<file path="src/rtl/hex7seg_scan_decoder.sv">
// Receiver for a time-multiplexed active-low 7-segment hex stream: reassembles
// six digits into a 24-bit word and publishes it once it is stable across frames.
module hex7seg_scan_decoder #(
    parameter int unsigned STABLE_FRAMES = 2,
    parameter int unsigned DIGIT_TIMEOUT = 1024
) (
    input  logic        clk_i,
    input  logic        reset_i,
    input  logic        seg_valid_i,
    input  logic [6:0]  seg_i,
    input  logic [5:0]  dig_sel_i,
    output logic [23:0] data_o,
    output logic        data_valid_o,
    output logic        frame_err_o,
    output logic        nibble_err_o
);
    localparam int unsigned TW = $clog2(DIGIT_TIMEOUT + 1);
    localparam int unsigned SW = $clog2(STABLE_FRAMES + 1);

    typedef enum logic {IDLE, COLLECT} state_e;

    state_e        state_q, state_d;
    logic [5:0]    mask_q, mask_d;
    logic [23:0]   asm_q, asm_d;
    logic [23:0]   cand_q, cand_d;
    logic          cand_ok_q, cand_ok_d;
    logic [23:0]   data_q, data_d;
    logic          pub_q, pub_d;
    logic [TW-1:0] tmo_q, tmo_d;
    logic [SW-1:0] stab_q, stab_d;
    logic          dv_q, dv_d, fe_q, fe_d, ne_q, ne_d;

    logic [3:0]    nib;
    logic          nib_ok;
    logic [2:0]    idx;
    logic [23:0]   asm_ins;

    // Active-low segment pattern to hex nibble
    always_comb begin
        nib    = 4'h0;
        nib_ok = 1'b1;
        case (seg_i)
            7'h40: nib = 4'h0;
            7'h79: nib = 4'h1;
            7'h24: nib = 4'h2;
            7'h30: nib = 4'h3;
            7'h19: nib = 4'h4;
            7'h12: nib = 4'h5;
            7'h02: nib = 4'h6;
            7'h78: nib = 4'h7;
            7'h00: nib = 4'h8;
            7'h18: nib = 4'h9;
            7'h08: nib = 4'hA;
            7'h03: nib = 4'hB;
            7'h46: nib = 4'hC;
            7'h21: nib = 4'hD;
            7'h06: nib = 4'hE;
            7'h0E: nib = 4'hF;
            default: nib_ok = 1'b0;
        endcase
    end

    always_comb begin
        idx = 3'd0;
        for (int k = 0; k < 6; k++) begin
            if (dig_sel_i[k]) idx = 3'(k);
        end
        asm_ins = (asm_q & ~(24'hF << {idx, 2'b00})) | (24'(nib) << {idx, 2'b00});
    end

    // Next-state: beat classification, timeout, frame completion and publish
    always_comb begin
        state_d   = state_q;
        mask_d    = mask_q;
        asm_d     = asm_q;
        cand_d    = cand_q;
        cand_ok_d = cand_ok_q;
        data_d    = data_q;
        pub_d     = pub_q;
        tmo_d     = tmo_q;
        stab_d    = stab_q;
        dv_d      = 1'b0;
        fe_d      = 1'b0;
        ne_d      = 1'b0;
        if (seg_valid_i) begin
            if (!$onehot(dig_sel_i) || !nib_ok) begin
                fe_d    = !$onehot(dig_sel_i);
                ne_d    = $onehot(dig_sel_i);
                mask_d  = 6'h00;
                tmo_d   = '0;
                stab_d  = '0;
                state_d = IDLE;
            end else if (|(mask_q & dig_sel_i)) begin
                fe_d    = 1'b1;
                stab_d  = '0;
                mask_d  = dig_sel_i;
                asm_d   = asm_ins;
                tmo_d   = '0;
                state_d = COLLECT;
            end else begin
                mask_d  = mask_q | dig_sel_i;
                asm_d   = asm_ins;
                tmo_d   = '0;
                state_d = COLLECT;
                if (&mask_d) begin
                    mask_d  = 6'h00;
                    state_d = IDLE;
                    if (cand_ok_q && asm_d == cand_q) begin
                        if (stab_q != SW'(STABLE_FRAMES)) stab_d = stab_q + SW'(1);
                    end else begin
                        cand_d    = asm_d;
                        cand_ok_d = 1'b1;
                        stab_d    = SW'(1);
                    end
                    if (stab_d == SW'(STABLE_FRAMES) && (!pub_q || cand_d != data_q)) begin
                        data_d = cand_d;
                        dv_d   = 1'b1;
                        pub_d  = 1'b1;
                    end
                end
            end
        end else if (state_q == COLLECT) begin
            if (tmo_q == TW'(DIGIT_TIMEOUT - 1)) begin
                fe_d    = 1'b1;
                mask_d  = 6'h00;
                tmo_d   = '0;
                stab_d  = '0;
                state_d = IDLE;
            end else begin
                tmo_d = tmo_q + TW'(1);
            end
        end
    end

    always_ff @(posedge clk_i) begin
        if (reset_i) begin
            state_q   <= IDLE;
            mask_q    <= 6'h00;
            asm_q     <= 24'h0;
            cand_q    <= 24'h0;
            cand_ok_q <= 1'b0;
            data_q    <= 24'h0;
            pub_q     <= 1'b0;
            tmo_q     <= '0;
            stab_q    <= '0;
            dv_q      <= 1'b0;
            fe_q      <= 1'b0;
            ne_q      <= 1'b0;
        end else begin
            state_q   <= state_d;
            mask_q    <= mask_d;
            asm_q     <= asm_d;
            cand_q    <= cand_d;
            cand_ok_q <= cand_ok_d;
            data_q    <= data_d;
            pub_q     <= pub_d;
            tmo_q     <= tmo_d;
            stab_q    <= stab_d;
            dv_q      <= dv_d;
            fe_q      <= fe_d;
            ne_q      <= ne_d;
        end
    end

    assign data_o       = data_q;
    assign data_valid_o = dv_q;
    assign frame_err_o  = fe_q;
    assign nibble_err_o = ne_q;
endmodule

</file>
<file path="config.mk">
export PLATFORM = sky130hd
export DESIGN_NAME = hex7seg_scan_decoder
export DESIGN_NICKNAME = d
export VERILOG_FILES = /design/src/rtl/hex7seg_scan_decoder.sv
export SDC_FILE = /design/constraint.sdc
export NUM_CORES = 1
export LEC_CHECK = 0
export BUFFER_PORTS_ARGS = -buffer_cell sky130_fd_sc_hd__buf_2
export CAP_MARGIN = 20
export CORE_MARGIN = 5
export CORE_UTILIZATION = 66
export CTS_CLUSTER_DIAMETER = 40
export CTS_CLUSTER_SIZE = 20
export DETAILED_ROUTE_END_ITERATION = 8
export GPL_TIMING_DRIVEN = 0
export PLACE_DENSITY = 0.86
export REMOVE_ABC_BUFFERS = 1
export SLEW_MARGIN = 20
export SYNTH_ARGS = -nofsm -noshare
export SYNTH_HDL_FRONTEND = slang
export SYNTH_SLANG_ARGS = --single-unit
</file>
<file path="constraint.sdc">
create_clock -name clk_i -period 13.2 [get_ports clk_i]
set_clock_uncertainty 0.15 [all_clocks]
set_input_delay 2.64 -clock clk_i [delete_from_list [all_inputs] [get_ports clk_i]]
set_output_delay 2.64 -clock clk_i [all_outputs]
set_load 0.005 [all_outputs]
</file>
# Word level (Yosys, flattened, before mapping)

Cells that the tools add are included.

Input bits: 16
Output and inout port bits: 27
Logic and storage cells: 118
Bits in registers: 97

Eq/ne operators: 22
Multiplexer cells: 43
Bitwise logic cells: 10
Reduce and logical (&&, ||, !) cells: 22
Add/subtract/negate cells: 7
Shift operators: 2

Operator list:

| operator              | number |
|---|---|
| $mux 24               | 5 |
| $pmux 4 s15           | 1 |
| $mux 6                | 6 |
| $eq 7x7->1 const B    | 4 |
| $and 24x24->24        | 1 |
| $eq 24x24->1          | 1 |
| $mux 2                | 12 |
| $ne 24x24->1          | 1 |
| $not 24->24           | 1 |
| $or 24x24->24         | 1 |
| $shl 4x5->24          | 1 |
| $shl 4x5->24 const A  | 1 |
| $eq 7x5->1 const B    | 3 |
| $eq 7x6->1 const B    | 3 |
| $reduce_and 10->1     | 2 |
| $reduce_or 16->1      | 1 |
| $eq 7x2->1 const B    | 2 |
| $eq 7x4->1 const B    | 2 |
| $mux 1                | 14 |
| $mux 3                | 4 |
| $add 11x1->11 const B | 1 |
| $eq 11x10->1 const B  | 1 |
| $mux 11               | 1 |
| $reduce_or 10->1      | 1 |
| 24 further kinds      | 36 |

# Depth between registers and ports, before layout

Gate-level depths: netlist of the first run.

Depth after elaboration: 20
Depth in mapped cells: 15
Gate-level depth less buffers: 14

# Worst setup path after synthesis of the first run

No wires, ideal clock.

Path kind: input port to flip-flop
Start point: in dig_sel_i[0]
End point: reg data_q[12], in the netlist data_o[12]
Library setup time: 0.132 ns
Path buffers: 1
Stages on the path: 15
Arrival: 5.887 ns
Required time: 12.918 ns
Slack: 7.030 ns
Cell sequence: fa_1 > inv_1 > fa_1 > inv_1 > ha_1 > fa_1 > nor2_1 > nand3_1 > a31o_2 > or2_1 > nor4_1 > nand4_1 > clkbuf_1 > o21ai_1 > a21oi_1

Cells in the longest elaborated chain, start to end: 8
Elaborated cells on any way between the ends: 12
Classes of those cells: add/sub (3); eq/ne (1); bitwise (4); reduce/logical (4)

RTL lines:

| item                                   | RTL line | text |
|---|---|---|
| from (decl)                            | 11       | `input logic [5:0] dig_sel_i,` |
| $add 1x1->2 (not written as such)      | 86       | `if (!$onehot(dig_sel_i) \|\| !nib_ok) begin` |
| $add 2x2->3 (not written as such)      | 86       |  |
| $add 3x2->3 (not written as such)      | 86       |  |
| $eq 3x1->1                             | 86       |  |
| $logic_not 1->1                        | 86       |  |
| $logic_or 1x1->1                       | 86       |  |
| $not 1->1 (no source line)             | --       |  |
| $reduce_and 10->1 (no source line) (*) | --       |  |
| to (signal assigned)                   | 155      | `data_q <= data_d;` |
| to (decl)                              | 27       | `logic [23:0] data_q, data_d;` |

Every way passes the cells marked *; elsewhere a longest branch is shown, timed or not.
A chain may end at the register's enable or synchronous reset.

# Worst setup path after layout of the first run

Start point: in dig_sel_i[5]
End point: reg data_q[9], in the netlist data_o[9]

Cells in the longest elaborated chain, start to end: 16
Elaborated cells on any way between the ends: 33
Classes of those cells: add/sub (2); eq/ne (4); shift (2); mux (11); bitwise (7); reduce/logical (7)

RTL lines:

| item                               | RTL line | text |
|---|---|---|
| $mux 3                             | 66       | `if (dig_sel_i[k]) idx = 3'(k);` |
| $shl 4x5->24                       | 68       | `asm_ins = (asm_q & ~(24'hF << {idx, 2'b00})) \| (24'(nib) << {idx, 2'b00});` |
| $not 24->24                        | 68       |  |
| $and 24x24->24                     | 68       |  |
| $or 24x24->24                      | 68       |  |
| $eq 24x24->1                       | 108      | `if (cand_ok_q && asm_d == cand_q) begin` |
| $logic_and 1x1->1                  | 108      |  |
| $mux 24                            | 108      |  |
| $mux 24                            | 105      | `if (&mask_d) begin` |
| $mux 24                            | 93       | `end else if (\|(mask_q & dig_sel_i)) begin` |
| $mux 24                            | 86       |  |
| $mux 24                            | 85       | `if (seg_valid_i) begin` |
| $ne 24x24->1                       | 115      | `if (stab_d == SW'(STABLE_FRAMES) && (!pub_q \|\| cand_d != data_q)) begin` |
| $logic_or 1x1->1                   | 115      |  |
| $logic_and 1x1->1                  | 115      |  |
| $reduce_and 10->1 (no source line) | --       |  |

Parallel ways exist; a longest one is shown, timed or not. The select of a mux whose other input is x is not followed.

==> flow_summary.ini, run 1 <==
[critical_path]
crit_chain = buf_2 > inv_1 > fa_1 > inv_1 > ha_1 > fa_1 > nor2_1 > nand3_1 > a31o_2 > or2_1 > nor4_1 > nand4_1 > o21ai_0 > a21oi_1
cp_top_family = simple AND/OR/NAND/NOR gates
start_kind = primary input
crit_path_top_delay_cell = nand4_1
r2r_start = cand_q[19]$_SDFFE_PP0P_
worstSetupPathType = in2reg
crit_required_ns = 13.31
worstReg2RegEnd = data_o[22]$_SDFFE_PP0P_
critPathBufInv = 3
worstPathMaxFanout = 31
cp-end-kind = flip-flop
max_stage_delay_ns = 0.76
r2r_setup_slack_ns = 9.14
reg2reg_depth = 9
arrival_ns = 7.42

[final_layout]
multiInputGateArea_sq_um = 3736
final_nets = 803
drive_above_1_share_pct = 12.34
antenna_cells = 0
fillers = 779
instances_no_fill = 897
area_growth_pct = 5.673
regArea_sq_um = 1942

[worst_hold_path]
hold_class = reg2reg
min-delay-start = stab_q[0]$_SDFFE_PP0P_
min_to = stab_q[0]$_SDFFE_PP0P_
min_path_cells = 2

[global_route]
grt_antenna_before_repair = 0
grt_pass1_wl_mm = 31.41
grt_pass1_vias = 5791
grt.total_usage_pct = 35.42
grt_max_degree = 55
grt-ovfl-total = 0

[sta]
whs_ns = 0.3120
setup-tns-final_ns = 0
hold_viol = 0
period_share_pct = 55.41
setup_viol = 0
max_freq_mhz = 136.7
rsz0062_at_grt = no
slew_violations = 0
fin_ws_ns = 5.886
final.min_clock_period_ns = 7.314
slew_headroom_pct = 27.37
tightest_slew_ns = 1.085

[clocking]
clk_pin_slew_ns = 0.11
cts_root_buffer = clkbuf_8
clk_latency_ns = 0.38
htreeDepth = 3
cts_tree = yes
post_cts_buffers = 0
cts_hold_buf = 0
numCtsBuffers = 9
cts_num_sinks = 97
cts_max_path_buffers = 2
cts.repair.resized = 0

[route]
route.met2.wl_mm = 8.713
wl_mm = 19.73
avgRoutedWirePerCell_um = 22.00
highest_layer = met4
vias_per_cell = 6.960
firstDrtPassIters = 8
drtIter0Drc = 785
drcViolationCount = 0
vias = 6243
wl_met3_mm = 2.312
postRouteAntennaNets = 0
met1_length_mm = 7.714

[logic_synthesis]
ys_seq_area_share_pct = 32.13
synthTopCellsByArea = dfxtp_1 32%, a21oi_1 7.4%, nor2_1 6.1%, nand2_1 3.9%, xor2_1 2.8%
ys.flop_type = dfxtp_1
synth-edff-count = 0
synth_cells = 782
yosysWarnings = 0
synth_top_area_cell = dfxtp_1
synthTopCellsByCount = 99 x nor2_1, 97 x dfxtp_1, 89 x a21oi_1, 62 x nand2_1, 34 x clkbuf_1
synth_seq_cells = 97
synth_cell_type_count = 82
synthArstFlopShare_pct = 0
yosysTopAreaCellShare_pct = 32.13
syn_avg_cell_area_sq_um = 7.728
syn-cell-area_sq_um = 6043
synth.most_common_cell = nor2_1

[placement]
hpwl_mm = 13.84
gp_congestion = 0.9921
dp_slack_ns = 5.558
placed_cells = 881
port_buffers = 42

[run]
max_cap_viol_count = 0

[floorplanning]
rows = 35
die_w_um = 105.7
initial_core_util_pct = 66.67
die_y_um = 105.7
fp.coreArea_sq_um = 9065
io_pins = 43
design.die.area_sq_um = 11170

[power]
ir_drop_uv = 58.28
leakage_nw = 2.319
p_per_area_nw_per_um2 = 86.65

[outcome]
status = finished clean
[through the flow]
stage	power [W]	cell area (sq um)	utilization (%)
2_1_floorplan	0.0003321	5773	-
3_3_place_gp	0.0003544	6122	67.54
3_5_place_dp	0.0003580	6185	68.23
4_1_cts	0.0005520	6384	70.42
5_1_grt	0.0005733	6386	70.45
6_report	0.0005533	6386	70.45
[power breakdown]
group / total (W) / leakage, nW / internal [W] / switching, W
sequential: 0.000295 / 0.782 / 0.000294 / 0.000000937
clock: 0.000200 / 0.0981 / 0.0000749 / 0.000125
combinational: 0.0000582 / 1.44 / 0.0000179 / 0.0000403
total: 0.000553 / 2.32 / 0.000387 / 0.000167
[worst max path at each step]
| stage | to | from | cells past startpoint |
|---|---|---|---|
| 2_1_floorplan | data_o[11]$_SDFFE_PP0P_ | dig_sel_i[0] | 12 |
| 6_report | data_o[9]$_SDFFE_PP0P_ | dig_sel_i[5] | 14 |
| 3_5_place_dp | data_o[9]$_SDFFE_PP0P_ | dig_sel_i[5] | 14 |
| 4_1_cts | data_o[9]$_SDFFE_PP0P_ | dig_sel_i[5] | 14 |
| 3_3_place_gp | data_o[11]$_SDFFE_PP0P_ | dig_sel_i[5] | 10 |
| 5_1_grt | data_o[3]$_SDFFE_PP0P_ | dig_sel_i[5] | 14 |
[routing by layer]
metal  vias to the layer above  GRT usage (%)
met5                         -              0
met4                         0          16.37
met3                        97          7.716
met2                       432          55.15
met1                      2881          46.82
li1                       2833              -
[cells in the final DEF (no fill, tap or decap), types with 7 or more instances in the layout]
cell type	instances
a21oi_1	89
buf_2	43
clkbuf_8	9
nand4_1	26
o22ai_1	8
nor2_1	97
o21ai_0	29
a211oi_1	9
nand3_1	16
xnor2_1	14
mux2_4	7
nand2_1	62
nor4_1	7
dfxtp_1	97
nor3_1	20
xor2_1	19
inv_1	31
mux2i_1	10
nand2b_1	16
o21ai_1	9
nor2b_1	13
[final cells by class]
cell class | instances | area share [%]
multi-input combinational | 596 | 58.50
tap | 111 | 2.175
clock buffer | 9 | 1.940
clock inverter | 7 | 1.176
sequential | 97 | 30.41
timing repair buffer | 46 | 3.977
inverter | 31 | 1.822
[worst register-to-register path, delay by kind of cell, from the launching register on]
kind	cells	cell delay (ns)
simple gates	6	2.07
flops	1	0.39
compound gates	2	0.94
mux	1	0.40
[registers in the layout, indices dropped and copies added (netlist names)]
signal,cells
nibble_err_o,1
pub_q,1
data_o,24
asm_q,24
mask_q,6
cand_q,24
state_q,1
data_valid_o,1
stab_q,2
frame_err_o,1
tmo_q,11
cand_ok_q,1
[cells by family after synthesis]
kind of cell / after synthesis / synth area share, %
adder cells (fa/ha/maj): 6 / 1.615
AO/OA/AOI/OAI: 227 / 25.01
flip-flops: 97 / 32.13
AND/OR/NAND/NOR: 309 / 25.92
multiplexers: 21 / 4.141
XOR/XNOR: 33 / 4.783
buffers and inverters: 89 / 6.397
No activity file was read; power rests on OpenSTA's default activity.
==> run 2, diff against run 1 <==
--- a/config.mk
+++ b/config.mk
@@ -5,15 +5,16 @@
 export SDC_FILE = /design/constraint.sdc
 export NUM_CORES = 1
 export LEC_CHECK = 0
+export ABC_AREA = 1
 export BUFFER_PORTS_ARGS = -buffer_cell sky130_fd_sc_hd__buf_2
 export CAP_MARGIN = 20
 export CORE_MARGIN = 5
-export CORE_UTILIZATION = 66
+export CORE_UTILIZATION = 55
 export CTS_CLUSTER_DIAMETER = 40
 export CTS_CLUSTER_SIZE = 20
 export DETAILED_ROUTE_END_ITERATION = 8
 export GPL_TIMING_DRIVEN = 0
-export PLACE_DENSITY = 0.86
+export PLACE_DENSITY = 0.77
 export REMOVE_ABC_BUFFERS = 1
 export SLEW_MARGIN = 20
 export SYNTH_ARGS = -nofsm -noshare
==> constraint.sdc (replaced) <==
create_clock -name clk_i -period 6.5 [get_ports clk_i]
set_clock_uncertainty 0.15 [all_clocks]
set_input_delay 1.3 -clock clk_i [delete_from_list [all_inputs] [get_ports clk_i]]
set_output_delay 1.3 -clock clk_i [all_outputs]
set_load 0.005 [all_outputs]
==> flow_summary.ini, run 2 <==
[clocking]
clk_latency_ns = 0.37
clk_pin_slew_ns = 0.10
numCtsBuffers = 9
cts_max_path_buffers = 2
cts_hold_buf = 0
cts_tree = yes
htreeDepth = 3
cts.repair.resized = 0
post_cts_buffers = 0
cts_root_buffer = clkbuf_8
cts_num_sinks = 97

[floorplanning]
fp.coreArea_sq_um = 9864
initial_core_util_pct = 56.93
design.die.area_sq_um = 12330
io_pins = 43
rows = 36
die_w_um = 111.0
die_y_um = 111.0

[power]
p_sw_share_pct = 27.67
p_int_w = 0.0008236
switching_power_w = 0.0003151
combPwrFrac_pct = 12.8
p_per_area_nw_per_um2 = 187.3
ir_drop_uv = 147.8
leakage_nw = 3.128
clkPwrFrac_pct = 34.3
seqPwrFrac_pct = 52.9

[final_layout]
final_common_cell = nand2_1
fin_area_sq_um = 6078
antenna_cells = 0
drive_above_1_share_pct = 12.62
area_growth_pct = 8.244
final_cell_mix = 234 x nand2_1, 118 x nor2_1, 110 x inv_1
final_nets = 937

[placement]
gp_congestion = 0.9849
port_buffers = 42
dp_slack_ns = 0.05900
placed_cell_area_sq_um = 5891
hpwl_mm = 10.08

[outcome]
status = finished clean

[sta]
hold_viol = 0
period_share_pct = 88.81
slew_violations = 0
tightest_slew_ns = 0.8504
fin_ws_ns = 0.7275
whs_ns = 0.3061
setup_viol = 0
max_freq_mhz = 173.2
final.min_clock_period_ns = 5.772
slew_headroom_pct = 42.93
rsz0062_at_grt = no

[critical_path]
crit_required_ns = 6.59
worstSetupPathType = in2reg
cp_top_family = adder cells
arrival_ns = 5.86
crit_chain = buf_2 > fa_1 > inv_1 > fa_1 > inv_1 > ha_1 > fa_1 > nor3_1 > inv_1 > nor2_1 > nand2_1 > clkinvlp_4 > nand2_1 > inv_2 > o21ai_0 > a21oi_1
worstPathMaxFanout = 47
max_stage_delay_ns = 0.75
crit_path_top_delay_cell = clkinvlp_4
cp-end-kind = flip-flop
start_kind = primary input
critPathBufInv = 6

[logic_synthesis]
synthTopCellsByCount = 234 x nand2_1, 118 x nor2_1, 113 x inv_1, 97 x dfxtp_1, 58 x o21ai_0
ys.flop_type = dfxtp_1
synthTopCellsByArea = dfxtp_1 35%, nand2_1 16%, nor2_1 7.9%, inv_1 7.6%, o21ai_0 5.2%
ys_seq_area_share_pct = 34.58
yosysWarnings = 0
synth_seq_cells = 97
synthArstFlopShare_pct = 0
synth_cells = 887
synth_top_area_cell = dfxtp_1
syn-cell-area_sq_um = 5615
syn_avg_cell_area_sq_um = 6.331
yosysTopAreaCellShare_pct = 34.58
synth_cell_type_count = 41
synth-edff-count = 0
synth.most_common_cell = nand2_1

[global_route]
grt_pass1_vias = 4740
grt.total_usage_pct = 22.52
grt_antenna_before_repair = 0
grt_max_degree = 51
grt_pass1_wl_mm = 22.83
grt-ovfl-total = 0

[route]
postRouteAntennaNets = 0
drtIter0Drc = 498
drcViolationCount = 0
avgRoutedWirePerCell_um = 13.17
wl_mm = 13.86
vias = 5447
vias_per_cell = 5.178
firstDrtPassIters = 5

[run]
max_cap_viol_count = 0

[worst_hold_path]
hold_class = reg2reg
run 2: power by group through the flow:
stage                     Sequential [W]  Combinational, W  Clock [W]
after floorplan                 0.000615          0.000101          0
after global placement          0.000616          0.000140          0
after detailed placement        0.000616          0.000144          0
after CTS                       0.000602          0.000145   0.000397
after global routing            0.000603          0.000165   0.000421
final                           0.000602          0.000146   0.000391
run 2: final cells by class:
type                            count  area (sq um)
Clock inverter                      5         56.30
Timing Repair Buffer               43         237.7
Inverter                          129         488.0
Multi-Input combinational cell    635          3060
Sequential cell                    97          1942
Fill cell                        1009          3786
Clock buffer                       10         127.6
Tap cell                          133         166.4
run 2: layer usage:
layer  global-route usage (%)  vias up  share of wire, %
met4                    7.218        0               1.5
met1                    32.14     2426                49
met2                    35.19      131                44
met3                    3.166       19               5.3
met5                        0        -                 0
li1                         -     2871                 -
run 2: worst min-delay path, delay by kind of cell, from the launching register on:
| family | cells | cell delay (ns) |
|---|---|---|
| compound gates | 1 | 0.05 |
| buf+inv | 1 | 0.06 |
| flops | 1 | 0.31 |
run 2: final timing paths:
path,from,end,slack [ns],cells past startpoint
setup / recovery,dig_sel_i[0],cand_q[19]$_SDFFE_PP0P_,0.73,16
hold / removal,asm_q[14]$_SDFFE_PP0P_,asm_q[14]$_SDFFE_PP0P_,0.31,2
setup reg to reg,mask_q[2]$_SDFFE_PP0P_,data_o[22]$_SDFFE_PP0P_,3.42,9
hold reg to reg,asm_q[14]$_SDFFE_PP0P_,asm_q[14]$_SDFFE_PP0P_,0.31,2
run 2: per-stage QoR:
stage                     TNS, ns  utilization, %  total power, W  instances
after floorplan                 0               -       0.0007163        861
after global placement     -7.209           59.35       0.0007560       1036
after detailed placement        0           59.72       0.0007598       1037
after CTS                       0           61.58        0.001144       1052
after global routing            0           61.62        0.001189       1052
final                           0           61.62        0.001139       1052
run 2: logic make-up (layout without fill, tap and decap cells):
kind of cell | count (synthesis) | count (layout) | synth area share (%)
adders and majority gates | 6 | 6 | 1.738
and+or+nand+nor | 482 | 482 | 37.81
DFF | 97 | 97 | 34.58
buffers and inverters | 155 | 187 | 11.07
xor gates and xnor gates | 10 | 10 | 1.560
AOI/OAI and AO/OA | 137 | 137 | 13.24
